**src/rtl/clock_period_meter_if.sv**
```systemverilog
// Result port of the clock period meter: one measurement per transfer over valid/ready,
// plus the timeout level and the drop pulse.
interface clock_period_meter_if #(
    parameter int pWidth = 32
) ();
    logic              iwReady;
    logic              orValid;
    logic [pWidth-1:0] orPeriod;
    logic [pWidth-1:0] orHigh;
    logic              orTimeout;
    logic              orDrop;

    modport master (
        input  iwReady,
        output orValid,
        output orPeriod,
        output orHigh,
        output orTimeout,
        output orDrop
    );

    modport slave (
        output iwReady,
        input  orValid,
        input  orPeriod,
        input  orHigh,
        input  orTimeout,
        input  orDrop
    );
endinterface

```
**src/rtl/clock_period_meter.sv**
```systemverilog
// Measures period and high time of a slow asynchronous square wave in iwClk cycles and
// reports each completed period through a valid/ready result register.
module clock_period_meter #(
    parameter int              pWidth   = 32,
    parameter longint unsigned pTimeout = 16777216
) (
    input  logic                 iwClk,
    input  logic                 iwnRst,
    input  logic                 iwSig,
    clock_period_meter_if.master res
);
    localparam logic [pWidth-1:0] cTimeout = pWidth'(pTimeout);

    typedef enum logic {
        SEEK    = 1'b0,
        MEASURE = 1'b1
    } state_t;

    state_t            state_q;
    logic              s1_q;
    logic              s2_q;
    logic              s3_q;
    logic [pWidth-1:0] count_q;
    logic [pWidth-1:0] hi_q;
    logic [pWidth-1:0] period_q;
    logic [pWidth-1:0] high_q;
    logic              valid_q;
    logic              timeout_q;
    logic              drop_q;

    logic rise;
    logic capture;
    logic accept;

    assign rise    = s2_q & ~s3_q;
    assign capture = (state_q == MEASURE) & rise;
    // The result register can take new data if it is empty or being emptied this cycle.
    assign accept  = ~valid_q | res.iwReady;

    always_ff @(posedge iwClk or negedge iwnRst) begin
        if (!iwnRst) begin
            state_q   <= SEEK;
            s1_q      <= 1'b0;
            s2_q      <= 1'b0;
            s3_q      <= 1'b0;
            count_q   <= '0;
            hi_q      <= '0;
            period_q  <= '0;
            high_q    <= '0;
            valid_q   <= 1'b0;
            timeout_q <= 1'b0;
            drop_q    <= 1'b0;
        end else begin
            s1_q   <= iwSig;
            s2_q   <= s1_q;
            s3_q   <= s2_q;
            drop_q <= 1'b0;

            case (state_q)
                SEEK: begin
                    if (rise) begin
                        state_q   <= MEASURE;
                        timeout_q <= 1'b0;
                        count_q   <= pWidth'(1);
                        hi_q      <= pWidth'(1);
                    end
                end
                MEASURE: begin
                    // A rise on the timeout cycle still wins: it ends a valid period.
                    if (rise) begin
                        count_q <= pWidth'(1);
                        hi_q    <= pWidth'(1);
                    end else if (count_q == cTimeout) begin
                        state_q   <= SEEK;
                        timeout_q <= 1'b1;
                        count_q   <= '0;
                        hi_q      <= '0;
                    end else begin
                        count_q <= count_q + pWidth'(1);
                        hi_q    <= hi_q + pWidth'(s2_q);
                    end
                end
                default: state_q <= SEEK;
            endcase

            if (capture) begin
                if (accept) begin
                    period_q <= count_q;
                    high_q   <= hi_q;
                    valid_q  <= 1'b1;
                end else begin
                    drop_q <= 1'b1;
                end
            end else if (valid_q && res.iwReady) begin
                valid_q <= 1'b0;
            end
        end
    end

    assign res.orValid   = valid_q;
    assign res.orPeriod  = period_q;
    assign res.orHigh    = high_q;
    assign res.orTimeout = timeout_q;
    assign res.orDrop    = drop_q;
endmodule

```
**src/flat_wrapper.sv**
```systemverilog
// flat-port wrapper written by rule: the top's interface ports become plain ports
module clock_period_meter_flat 
#(
    parameter int              pWidth   = 32,
    parameter longint unsigned pTimeout = 16777216
)
  (iwClk, iwnRst, iwSig, res_iwReady, res_orValid, res_orPeriod, res_orHigh, res_orTimeout, res_orDrop);
  clock_period_meter_if #(.pWidth(pWidth)) res_i ();
  input  logic iwClk;
  input  logic iwnRst;
  input  logic iwSig;
  input wire logic [$bits(res_i.iwReady)-1:0] res_iwReady;
  output wire logic [$bits(res_i.orValid)-1:0] res_orValid;
  output wire logic [$bits(res_i.orPeriod)-1:0] res_orPeriod;
  output wire logic [$bits(res_i.orHigh)-1:0] res_orHigh;
  output wire logic [$bits(res_i.orTimeout)-1:0] res_orTimeout;
  output wire logic [$bits(res_i.orDrop)-1:0] res_orDrop;
  assign res_i.iwReady = res_iwReady;
  assign res_orValid = res_i.orValid;
  assign res_orPeriod = res_i.orPeriod;
  assign res_orHigh = res_i.orHigh;
  assign res_orTimeout = res_i.orTimeout;
  assign res_orDrop = res_i.orDrop;
  clock_period_meter #(.pWidth(pWidth), .pTimeout(pTimeout)) u_core (.iwClk(iwClk), .iwnRst(iwnRst), .iwSig(iwSig), .res(res_i));
endmodule
```
**config.mk**
```make
export PLATFORM = sky130hd
export DESIGN_NAME = clock_period_meter_flat
export DESIGN_NICKNAME = d
export VERILOG_FILES = /design/src/rtl/clock_period_meter_if.sv /design/src/rtl/clock_period_meter.sv /design/src/flat_wrapper.sv
export SDC_FILE = /design/constraint.sdc
export NUM_CORES = 1
export LEC_CHECK = 0
export BUFFER_PORTS_ARGS = -buffer_cell sky130_fd_sc_hd__clkbuf_2
export CORE_ASPECT_RATIO = 0.9
export CORE_MARGIN = 2
export CORE_UTILIZATION = 35
export DETAILED_ROUTE_END_ITERATION = 8
export GPL_TIMING_DRIVEN = 0
export PLACE_DENSITY = 0.64
export SLEW_MARGIN = 10
export SYNTH_ARGS = -nofsm -noshare
export SYNTH_HDL_FRONTEND = slang
export SYNTH_SLANG_ARGS = --single-unit
```
**constraint.sdc**
```tcl
create_clock -name iwClk -period 2.1 [get_ports iwClk]
set_clock_uncertainty 0.15 [all_clocks]
set_input_delay 0.525 -clock iwClk [delete_from_list [all_inputs] [get_ports iwClk]]
set_output_delay 0.525 -clock iwClk [all_outputs]
set_load 0.01 [all_outputs]
```
==> results.md, run 1 <==
* DRT Pass-1 Iters at 5
* Register area share after synthesis at between 50% and 60%
* Post-synthesis cell count at between 500 and 600
* H-tree levels at 4
* RSZ-0062 raised after global routing: yes
* Top FF cell, synth: dfrtp_1
* Hold/Removal Path Class: input port to register
* GRT Total Usage at approximately 18%
* Mapped Area at between 0.006 and 0.007 mm²
* DP HPWL at approximately 11000 µm
* Finished Core Util at between 40% and 50%
* Final setup viols at 14
* Maximum VDD drop at about 650 µV
* Power per standard cell area at just under 800 mW/mm²
* Sink Count at 135
* Crit path launch type: register
* Number of antenna cells inserted at 0
* Worst reg2reg path startpoint: u_core.count_q[0]
* Vias in the first global route at about 5000
* Warnings, synthesis at 0
* Global-route wire length before repair at between 20000 and 30000 µm
* Synth unique cells at 54
* WP data arrival at between 2 and 2.5 ns
* WP data required at roughly 2.3 ns
* Clk buf depth at 2
* Synth Register Bits at roughly 140
* Total power at 6.904 mW
* Largest net degree at the start of global routing at 84
* Hold_sp: iwSig
* Status: finished, violations left
* Most frequent cells in the layout: dfrtp_1, clkbuf_2, mux2_2
* Worst-path clk slew at about 0.060 ns
* Top Ports at 71
* Initial antenna violation count at 0
* Leak at approximately 4.0 nW
* Maximum clock rate at between 400 and 500 MHz
* Drt wl/cell at about 19 µm
* Total grt overflow at 0
* Via count at ~5500
* Clock period minus worst slack at approximately 2.2 ns
* Core area at about 0.018 mm²
* Initial Util at 35.96%
* Final worst slack at -0.06589 ns
* Share of cells above drive strength 1 at 43.83%
* Die area at ~0.019 mm²
* Syn Nets at between 600 and 700
* Antenna Nets Post-Route at 0
* Most common cell after layout, fill and taps aside: dfrtp_1
* # port buffers at 70
* Final Hold Viols at 0
* Vias per inst at roughly 5.7
* Max_cap viols at 0
* Clk_lat worst skew at 0.43 ns
* Slew Limit Fails at 0
* CP startpoint: u_core.count_q[0]
* Total CTS buffers at 17
* Root Buffer: clkbuf_16
* Nets at roughly 730
* Worst setup EP type: register
* Critical path class: register to register
* WL final at ~18000 µm
* FFs w/ async S/R, synth at 100.0%
* Routability cong. at roughly 0.85
* DRC violations left at 0
* Initial DRC count at 722
* Failing checks: negative setup slack
* Worst-path fanout max at 7
* Area delta synth->final at 35.70%
* Die X-Extent at 146.5 µm
* TritonCTS clock tree: yes
* Post-synth EDFFs at 0
* Worst-margin pin slew at ~0.56 ns
* Period utilisation layout at 103.1%
* Rows at between 40 and 50
* Die Span Y at 132.2 µm
* Relative slew slack at a little over three fifths
* Synthesized area per cell at roughly 11 µm²
-- cell usage after synthesis, types with 3 or more instances --
library cell	instances	area, µm²
nand3_1	25	125.1
clkbuf_1	14	52.55
o21a_1	3	22.52
a21oi_1	42	210.2
nor2_1	20	75.07
nand2b_1	10	62.56
or4_1	3	22.52
o21bai_1	3	22.52
and3_1	5	31.28
clkbuf_2	3	15.01
dfrtp_1	135	3378
and2_1	7	43.79
mux2_2	64	720.7
inv_1	19	71.32
ha_1	4	50.05
nand4_1	24	150.1
buf_2	17	85.08
nand2_1	49	183.9
a31oi_1	28	175.2
a31o_2	3	26.28
nor3_1	12	60.06
a21o_1	6	45.04
or3_1	9	56.30
o21ai_0	24	120.1
o211ai_1	5	37.54
nor4_1	13	81.33
and4_1	7	61.31
o22a_1	3	26.28
a41oi_1	3	26.28
-- flip-flops by register name, indices dropped and copies added (netlist names) --
register              cells
u_core.count_q           32
u_core.hi_q              32
u_core.res.orHigh        32
u_core.res.orPeriod      32
u_core.res.orDrop         1
u_core.res.orTimeout      1
u_core.res.orValid        1
u_core.s1_q               1
u_core.s2_q               1
u_core.s3_q               1
u_core.state_q            1
-- metrics by stage --
step                      setup slack, ns  hold slack, ns     TNS, ns  cell area (µm²)  instances
final                            -0.06589         0.05311     -0.2949             8680        977
after global routing              -0.1417         0.04550      -3.172             8680        977
after CTS                      -0.0005016         0.03658  -0.0005584             8113        959
after detailed placement          -0.6987          0.1871      -57.36             7091        908
after global placement             -1.892          0.1844     -305.68             7054        907
after floorplan                  -0.03435         0.07941    -0.04281             6404        597
-- critical path: stages, from the launching register on --
cell	delay, ns
dfrtp_2	0.44
inv_2	0.08
ha_4	0.17
nor4b_4	0.12
and4_4	0.18
a21o_4	0.24
buf_12	0.15
buf_8	0.12
or3_1	0.33
o21ai_1	0.10
-- area by class of cell --
cell class	count	area, µm²
buffer	30	304.0
clock buffer	23	478.0
clock inverter	8	121.4
fill	1573	9105
inverter	19	71.32
multi-input combinational	407	3161
sequential	135	3393
tap	240	300.3
timing repair buffer	115	850.8
-- power by group --
group          leakage [nW]  internal, mW  switching [mW]  total (mW)
clock                 0.293          1.95            1.10        3.05
combinational          1.90         0.451           0.470       0.921
sequential             1.83          2.76           0.181        2.94
total                  4.02          5.15            1.75        6.90
-- routing by layer --
layer	up-vias	part of all wire (%)	global-route usage, %
met5	-	0	0
met4	0	2.2	7.389
met3	34	7.8	3.910
met2	260	44	26.39
met1	2745	46	26.64
li1	2487	-	-
-- worst paths after layout --
check                                           to  slack, ns  cells after the start
min reg2reg                            u_core.s2_q       0.20                      0
max                             u_core.count_q[30]      -0.07                      9
max reg2reg                     u_core.count_q[30]      -0.07                      9
min in group asynchronous  u_core.res.orPeriod[21]       0.47                      2
min                                    u_core.s1_q       0.05                      1
max in group asynchronous        u_core.count_q[1]       0.55                      3
-- cells by family (layout without fill, tap and decap cells) --
family	count (synthesis)	after routing	synth area share, %
adders and majority gates	4	4	0.7825
DFF	135	135	52.82
muxes	66	66	11.58
buffers and inverters	55	195	3.736
AOI/OAI and AO/OA	137	137	13.38
and+or+nand+nor	196	196	17.16
xor gates and xnor gates	4	4	0.5478
-- timing repair --
item	4_1_cts	5_1_grt
hold endpoints to repair	52	0
setup endpoints to repair	126	78
setup buffers	23	15
gates cloned	1	4
hold buffers	1	0
gates resized for setup	72	105
pin swaps	17	39
No activity file was read; power rests on OpenSTA's default activity.
==> run 2: changes to the inputs <==
--- a/config.mk
+++ b/config.mk
@@ -11,7 +11,9 @@
 export CORE_UTILIZATION = 35
 export DETAILED_ROUTE_END_ITERATION = 8
 export GPL_TIMING_DRIVEN = 0
+export HOLD_SLACK_MARGIN = 0.12
 export PLACE_DENSITY = 0.64
+export SETUP_SLACK_MARGIN = 0.15
 export SLEW_MARGIN = 10
 export SYNTH_ARGS = -nofsm -noshare
 export SYNTH_HDL_FRONTEND = slang
==> results.md, run 2 (same netlist as run 1, synthesis figures left out) <==
* Status: finished, violations left
* Failing checks: negative setup slack
* Worst reg2reg path startpoint: u_core.count_q[4]
* GRT Total Usage at 19.21% (+0.95 points)
* Initial DRC count at 649 (-10%)
* Vias in the first global route at 5337 (+6.6%)
* Multi-input gate area at 0.003194 mm² (+1.1%)
* Max_cap viols at 0 (unchanged)
* Via count at 5648 (+2.2%)
* Power per standard cell area at 783.4 mW/mm² (-1.5%)
* DRT Pass-1 Iters at 5 (unchanged)
* Initial Util at 35.96% (unchanged)
* Post-Layout Cell Count at 999 (+2.3%)
* Relative slew slack at 65.92% (+3.3 points)
* WL final at 19210 µm (+5.0%)
* Storage element area at 0.003398 mm² (+0.15%)
* WP data arrival at 2.34 ns (-0.02 ns)
* Most frequent cells in the layout: dfrtp_1, clkbuf_2, mux2_2
* Final setup viols at 33 (+19)
* WHS Path Cells at 0 (-1)
* Rows at 46 (unchanged)
* Share of cells above drive strength 1 at 46.11% (+2.3 points)
* DRC violations left at 0 (unchanged)
* Total CTS buffers at 17 (unchanged)
* Maximum clock rate at 458.0 MHz (-0.80%)
* Reg2reg path depth at 8 (-1)
* Maximum VDD drop at 684.7 µV (+4.9%)
* Clk_lat worst skew at 0.43 ns (about the same)
* Cell count after placement at 908 (unchanged)
* Reg-to-reg endpoint: u_core.count_q[12]
* Largest net degree at the start of global routing at 74 (-12%)
* Worst-margin pin slew at 0.5111 ns (-0.04823 ns)
* Global-route wire length before repair at 29280 µm (+5.9%)
* H-tree levels at 4 (unchanged)
* Final setup TNS at -0.9910 ns (-0.6961 ns)
* Top Ports at 71 (unchanged)
* Clock period minus worst slack at 2.183 ns (+0.01741 ns)
* Clk buf depth at 2 (unchanged)
* Drt wl/cell at 19.22 µm (+2.7%)
* R2R Setup Slk at -0.08 ns (-0.02 ns)
* # port buffers at 70 (unchanged)
* Total grt overflow at 0 (unchanged)
* Die Span Y at 132.2 µm (unchanged)
* Worst-path fanout max at 10 (+3)
* Hold/Removal Path Class: register to register
* Leak at 4.150 nW (+3.2%)
* RSZ-0062 raised after global routing: yes
* Area delta synth->final at 39.30%
* Filler cells at 1530 (-2.7%)
* Most common cell after layout, fill and taps aside: dfrtp_1
* Initial antenna violation count at 0 (unchanged)
* Final worst slack at -0.08330 ns (-0.01741 ns)
* TritonCTS clock tree: yes
* Worst-path clk slew at 0.06 ns (about the same)
* Vias per inst at 5.654 (about the same)
* Core area at 0.01778 mm² (unchanged)
* WP data required at 2.25 ns (-0.05 ns)
* Sink Count at 135 (unchanged)
* Routability cong. at 0.8603 (+1.7%)
* Hold_sp: u_core.s1_q
* Die area at 0.01937 mm² (unchanged)
* Number of antenna cells inserted at 0 (unchanged)
* Crit path launch type: register
* Die X-Extent at 146.5 µm (unchanged)
* DP HPWL at 11320 µm (+1.2%)
* Slew Limit Fails at 0 (unchanged)
* Antenna Nets Post-Route at 0 (unchanged)
* Final Hold Viols at 0 (unchanged)
* Hold Path Sink: u_core.s2_q
* Critical path class: register to register
* Nets at 754 (+2.9%)
* Place WS at -0.5005 ns (+0.1982 ns)
* Worst setup EP type: register
* Root Buffer: clkbuf_16
* Period utilisation layout at 104.0% (+0.83 points)
## run 2: cell types whose count changed in the layout (fill, tap and decap cells not counted), sizes merged
cell	previous run	this run
buf	59	77
bufbuf	0	1
clkbuf	108	104
clkinvlp	1	5
dlygate4sd3	1	2
inv	19	21
## run 2: repair_timing
item | 4_1_cts | 5_1_grt
gates cloned | 4 | 2
gates resized for setup | 111 | 67
buffers inserted | 33 | 18
endpoints found under the hold margin | 63 | 0
endpoints found under the setup margin | 129 | 122
pin swaps | 29 | 24
hold buffers | 2 | 0
## run 2: layout make-up
class | instances | area share (%)
sequential | 135 | 38.14
multi-input combinational | 407 | 35.85
timing repair buffer | 130 | 11.01
clock buffer | 18 | 4.817
buffer | 36 | 4.002
tap | 240 | 3.370
clock inverter | 14 | 1.980
inverter | 19 | 0.8285
## run 2: per-stage QoR
step,instance area (µm²),hold WS (ns),utilization (%),total power [mW]
finish,8910,0.2014,50.10,6.980
global route,8910,0.2221,50.10,7.231
CTS,8471,0.2023,47.63,6.886
detailed placement,7129,0.1878,40.09,3.611
global placement,7093,0.1830,39.88,3.587
floorplan,6442,0.07941,-,3.323
## run 2: layer usage
layer	share of wire [%]	global-route usage [%]	vias up
met5	0	0	-
met2	44	26.97	260
met4	2.9	8.522	0
met3	7.6	4.360	51
li1	-	-	2526
met1	46	28.25	2811
## run 2: critical path: stages (launching register included)
cell and delay, ns:
dfrtp_1 0.35, buf_4 0.17, nor4_1 0.32, and4_4 0.31
a21oi_2 0.10, buf_6 0.15, bufbuf_16 0.27, a21oi_1 0.16
a21oi_1 0.06
## run 2: worst max path at each step
| stage | slack, ns | depth (start not counted) | endpoint | start |
|---|---|---|---|---|
| final | -0.08 | 8 | u_core.count_q[12] | u_core.count_q[4] |
| after global routing | -0.16 | 8 | u_core.count_q[12] | u_core.count_q[4] |
| after CTS | -0.07 | 8 | u_core.count_q[21] | u_core.count_q[0] |
| after detailed placement | -0.50 | 9 | u_core.hi_q[16] | u_core.count_q[0] |
| after global placement | -1.88 | 1 | u_core.res.orHigh[13] | iwnRst |
| after floorplan | -0.03 | 7 | u_core.count_q[22] | u_core.count_q[1] |
## run 2: power breakdown
part,switching (mW),internal [mW]
clock network,1.21,1.87
registers,0.184,2.76
logic,0.491,0.464
==> run 3: changes to the inputs <==
--- a/config.mk
+++ b/config.mk
@@ -10,9 +10,9 @@
 export CORE_MARGIN = 2
 export CORE_UTILIZATION = 35
 export DETAILED_ROUTE_END_ITERATION = 8
-export GPL_TIMING_DRIVEN = 0
 export HOLD_SLACK_MARGIN = 0.12
 export PLACE_DENSITY = 0.64
+export RECOVER_POWER = 25
 export SETUP_SLACK_MARGIN = 0.15
 export SLEW_MARGIN = 10
 export SYNTH_ARGS = -nofsm -noshare
==> results.md, run 3 (same netlist as run 1, synthesis figures left out) <==
* Die X-Extent at 146.5 µm (unchanged)
* Hold_sp: u_core.s1_q
* Max_cap viols at 0 (unchanged)
* Worst path cell trace: nor4_2 > and4_2 > buf_4 > a21oi_4 > buf_6 > clkbuf_16 > a32oi_2 > nand2_1
* Flop pwr share at 40.9% (-1.2 points)
* Clock period minus worst slack at 2.112 ns (-0.07147 ns)
* Most common cell after layout, fill and taps aside: dfrtp_1
* Die Span Y at 132.2 µm (unchanged)
* Worst reg2reg path startpoint: u_core.count_q[25]
* Top Ports at 71 (unchanged)
* Root Buffer: clkbuf_16
* WP data required at 2.27 ns (+0.02 ns)
* Drt wl/cell at 19.09 µm (-0.72%)
* Antenna Nets Post-Route at 0 (unchanged)
* Vias in the first global route at 5767 (+8.1%)
* Slowest CP cell: dfrtp_1
* Largest net degree at the start of global routing at 42 (-43%)
* CP max stage delay at 0.42 ns (+0.07 ns)
* GRT Total Usage at 19.29% (+0.084 points)
* Clk buf depth at 2 (unchanged)
* Reg2reg path depth at 8 (unchanged)
* Most frequent cells in the layout: dfrtp_1, buf_4, clkbuf_2
* Share of cells above drive strength 1 at 51.57% (+5.5 points)
* Final Hold Viols at 0 (unchanged)
* Filler cells at 1446 (-5.5%)
* Switching Fraction at 25.62% (-1.4 points)
* Met3 wire length at 1608 µm (+10%)
* WL final at 19750 µm (+2.9%)
* Leak at 4.478 nW (+7.9%)
* Area delta synth->final at 47.87%
* Final instance area at 0.009458 mm² (+6.2%)
* Clock power frac at 44.0% (-0.2 points)
* Maximum VDD drop at 657.5 µV (-4.0%)
* Post-DP Area at 0.007615 mm² (+6.8%)
* Worst setup EP type: register
* WP data arrival at 2.28 ns (-0.06 ns)
* Crit path launch type: register
* Top layer in use: met4
* Worst-margin pin slew at 1.063 ns (+0.5514 ns)
* # port buffers at 70 (unchanged)
* Nets at 790 (+4.8%)
* Sink Count at 135 (unchanged)
* Global-route wire length before repair at 29660 µm (+1.3%)
* Comb pwr share at 15.2% (+1.5 points)
* H-tree levels at 4 (unchanged)
* DRC violations left at 0 (unchanged)
* Critical path class: register to register
* Die area at 0.01937 mm² (unchanged)
* R2R Setup Slk at -0.01 ns (+0.07 ns)
* Relative slew slack at 29.17% (-37 points)
* Total CTS buffers at 17 (unchanged)
* Final setup viols at 3 (-91%)
* Via count at 5916 (+4.7%)
* RSZ-0062 raised after global routing: yes
* Clk_lat worst skew at 0.44 ns (about the same)
* Initial antenna violation count at 0 (unchanged)
* Initial DRC count at 750 (+16%)
* DRT Pass-1 Iters at 8 (+3)
* Initial Util at 35.96% (unchanged)
* Final setup TNS at -0.02406 ns (+0.9670 ns)
* Vias per inst at 5.716 (+1.1%)
* Hold Path Sink: u_core.s2_q
* TritonCTS clock tree: yes
* Hold/Removal Path Class: register to register
* Failing checks: negative setup slack
* Power per standard cell area at 752.5 mW/mm² (-3.9%)
* Routability cong. at 0.8308 (-3.4%)
* DP HPWL at 11390 µm (+0.61%)
* Reg-to-reg endpoint: u_core.count_q[25]
* WHS Path Cells at 0 (unchanged)
* Sw power at 1.823 mW (-3.3%)
* Period utilisation layout at 100.6% (-3.4 points)
* Final worst slack at -0.01183 ns (+0.07147 ns)
* Number of antenna cells inserted at 0 (unchanged)
* Rows at 46 (unchanged)
* Routed metal-1 wire length at 8491 µm (-3.0%)
* Status: finished, violations left
* Worst-path fanout max at 6 (-4)
* Total grt overflow at 0 (unchanged)
* Worst-path clk slew at 0.06 ns (about the same)
* Maximum clock rate at 473.5 MHz (+3.4%)
* Internal at 5.294 mW (+3.9%)
* Slew Limit Fails at 0 (unchanged)
* Core area at 0.01778 mm² (unchanged)
* WL met2 at 9204 µm (+9.0%)
-- run 3: power groups by stage --
stage                     Sequential [mW]  Combinational [mW]  Clock (mW)
after floorplan                      2.94               0.383           0
after global placement               2.92               0.759           0
after detailed placement             2.93               0.792           0
after CTS                            2.89               0.966        3.18
after global routing                 2.93                1.16        3.31
final                                2.91                1.08        3.13
-- run 3: through the flow --
stage          std cells  setup slack, ns  power (mW)  hold WS, ns  utilization, %
3_5_place_dp         949          -0.1356       3.724       0.2029           42.82
5_1_grt             1035          -0.1417       7.403       0.2288           53.18
2_1_floorplan        597         -0.03435       3.323      0.07941               -
6_report            1035         -0.01183       7.117       0.2101           53.18
3_3_place_gp         949         -0.01674       3.681       0.2081           42.82
4_1_cts             1010          0.02286       7.041       0.2165           49.06
-- run 3: worst max path at each step --
| stage | from | end | slack, ns | cells past startpoint |
|---|---|---|---|---|
| after detailed placement | u_core.count_q[0] | u_core.count_q[28] | -0.14 | 8 |
| after global placement | u_core.count_q[0] | u_core.count_q[28] | -0.02 | 8 |
| final | u_core.count_q[25] | u_core.count_q[25] | -0.01 | 8 |
| after floorplan | u_core.count_q[1] | u_core.count_q[22] | -0.03 | 7 |
| after global routing | u_core.s2_q | u_core.hi_q[26] | -0.14 | 8 |
| after CTS | u_core.count_q[1] | u_core.count_q[22] | 0.02 | 7 |
-- run 3: repair_timing --
item                                    4_1_cts  5_1_grt
endpoints found under the setup margin       57      128
hold buffers                                  2        0
hold endpoints to repair                     38        0
cloned                                        6        5
pin swaps                                    14       44
resized for setup                            36      114
buffers inserted                             21       20
-- run 3: final cells by class --
cell class | count | area [µm²] | area share, %
tap | 240 | 300.3 | 3.175
clock inverter | 11 | 145.1 | 1.535
timing repair buffer | 202 | 1688 | 17.85
inverter | 19 | 71.32 | 0.7541
multi-input combinational | 407 | 3385 | 35.79
clock buffer | 21 | 480.5 | 5.080
sequential | 135 | 3388 | 35.82
-- run 3: routing by layer --
metal / vias up / global-route usage, %
li1: 2608 / -
met1: 2948 / 26.31
met2: 309 / 28.93
met3: 51 / 5.744
met4: 0 / 7.659
met5: - / 0
-- run 3: worst max-delay path: cells and delay by family, from the launching register on --
family	cells	cell delay, ns
and+or+nand+nor	3	0.70
buffers and inverters	3	0.45
DFF	1	0.42
AOI/OAI and AO/OA	2	0.26
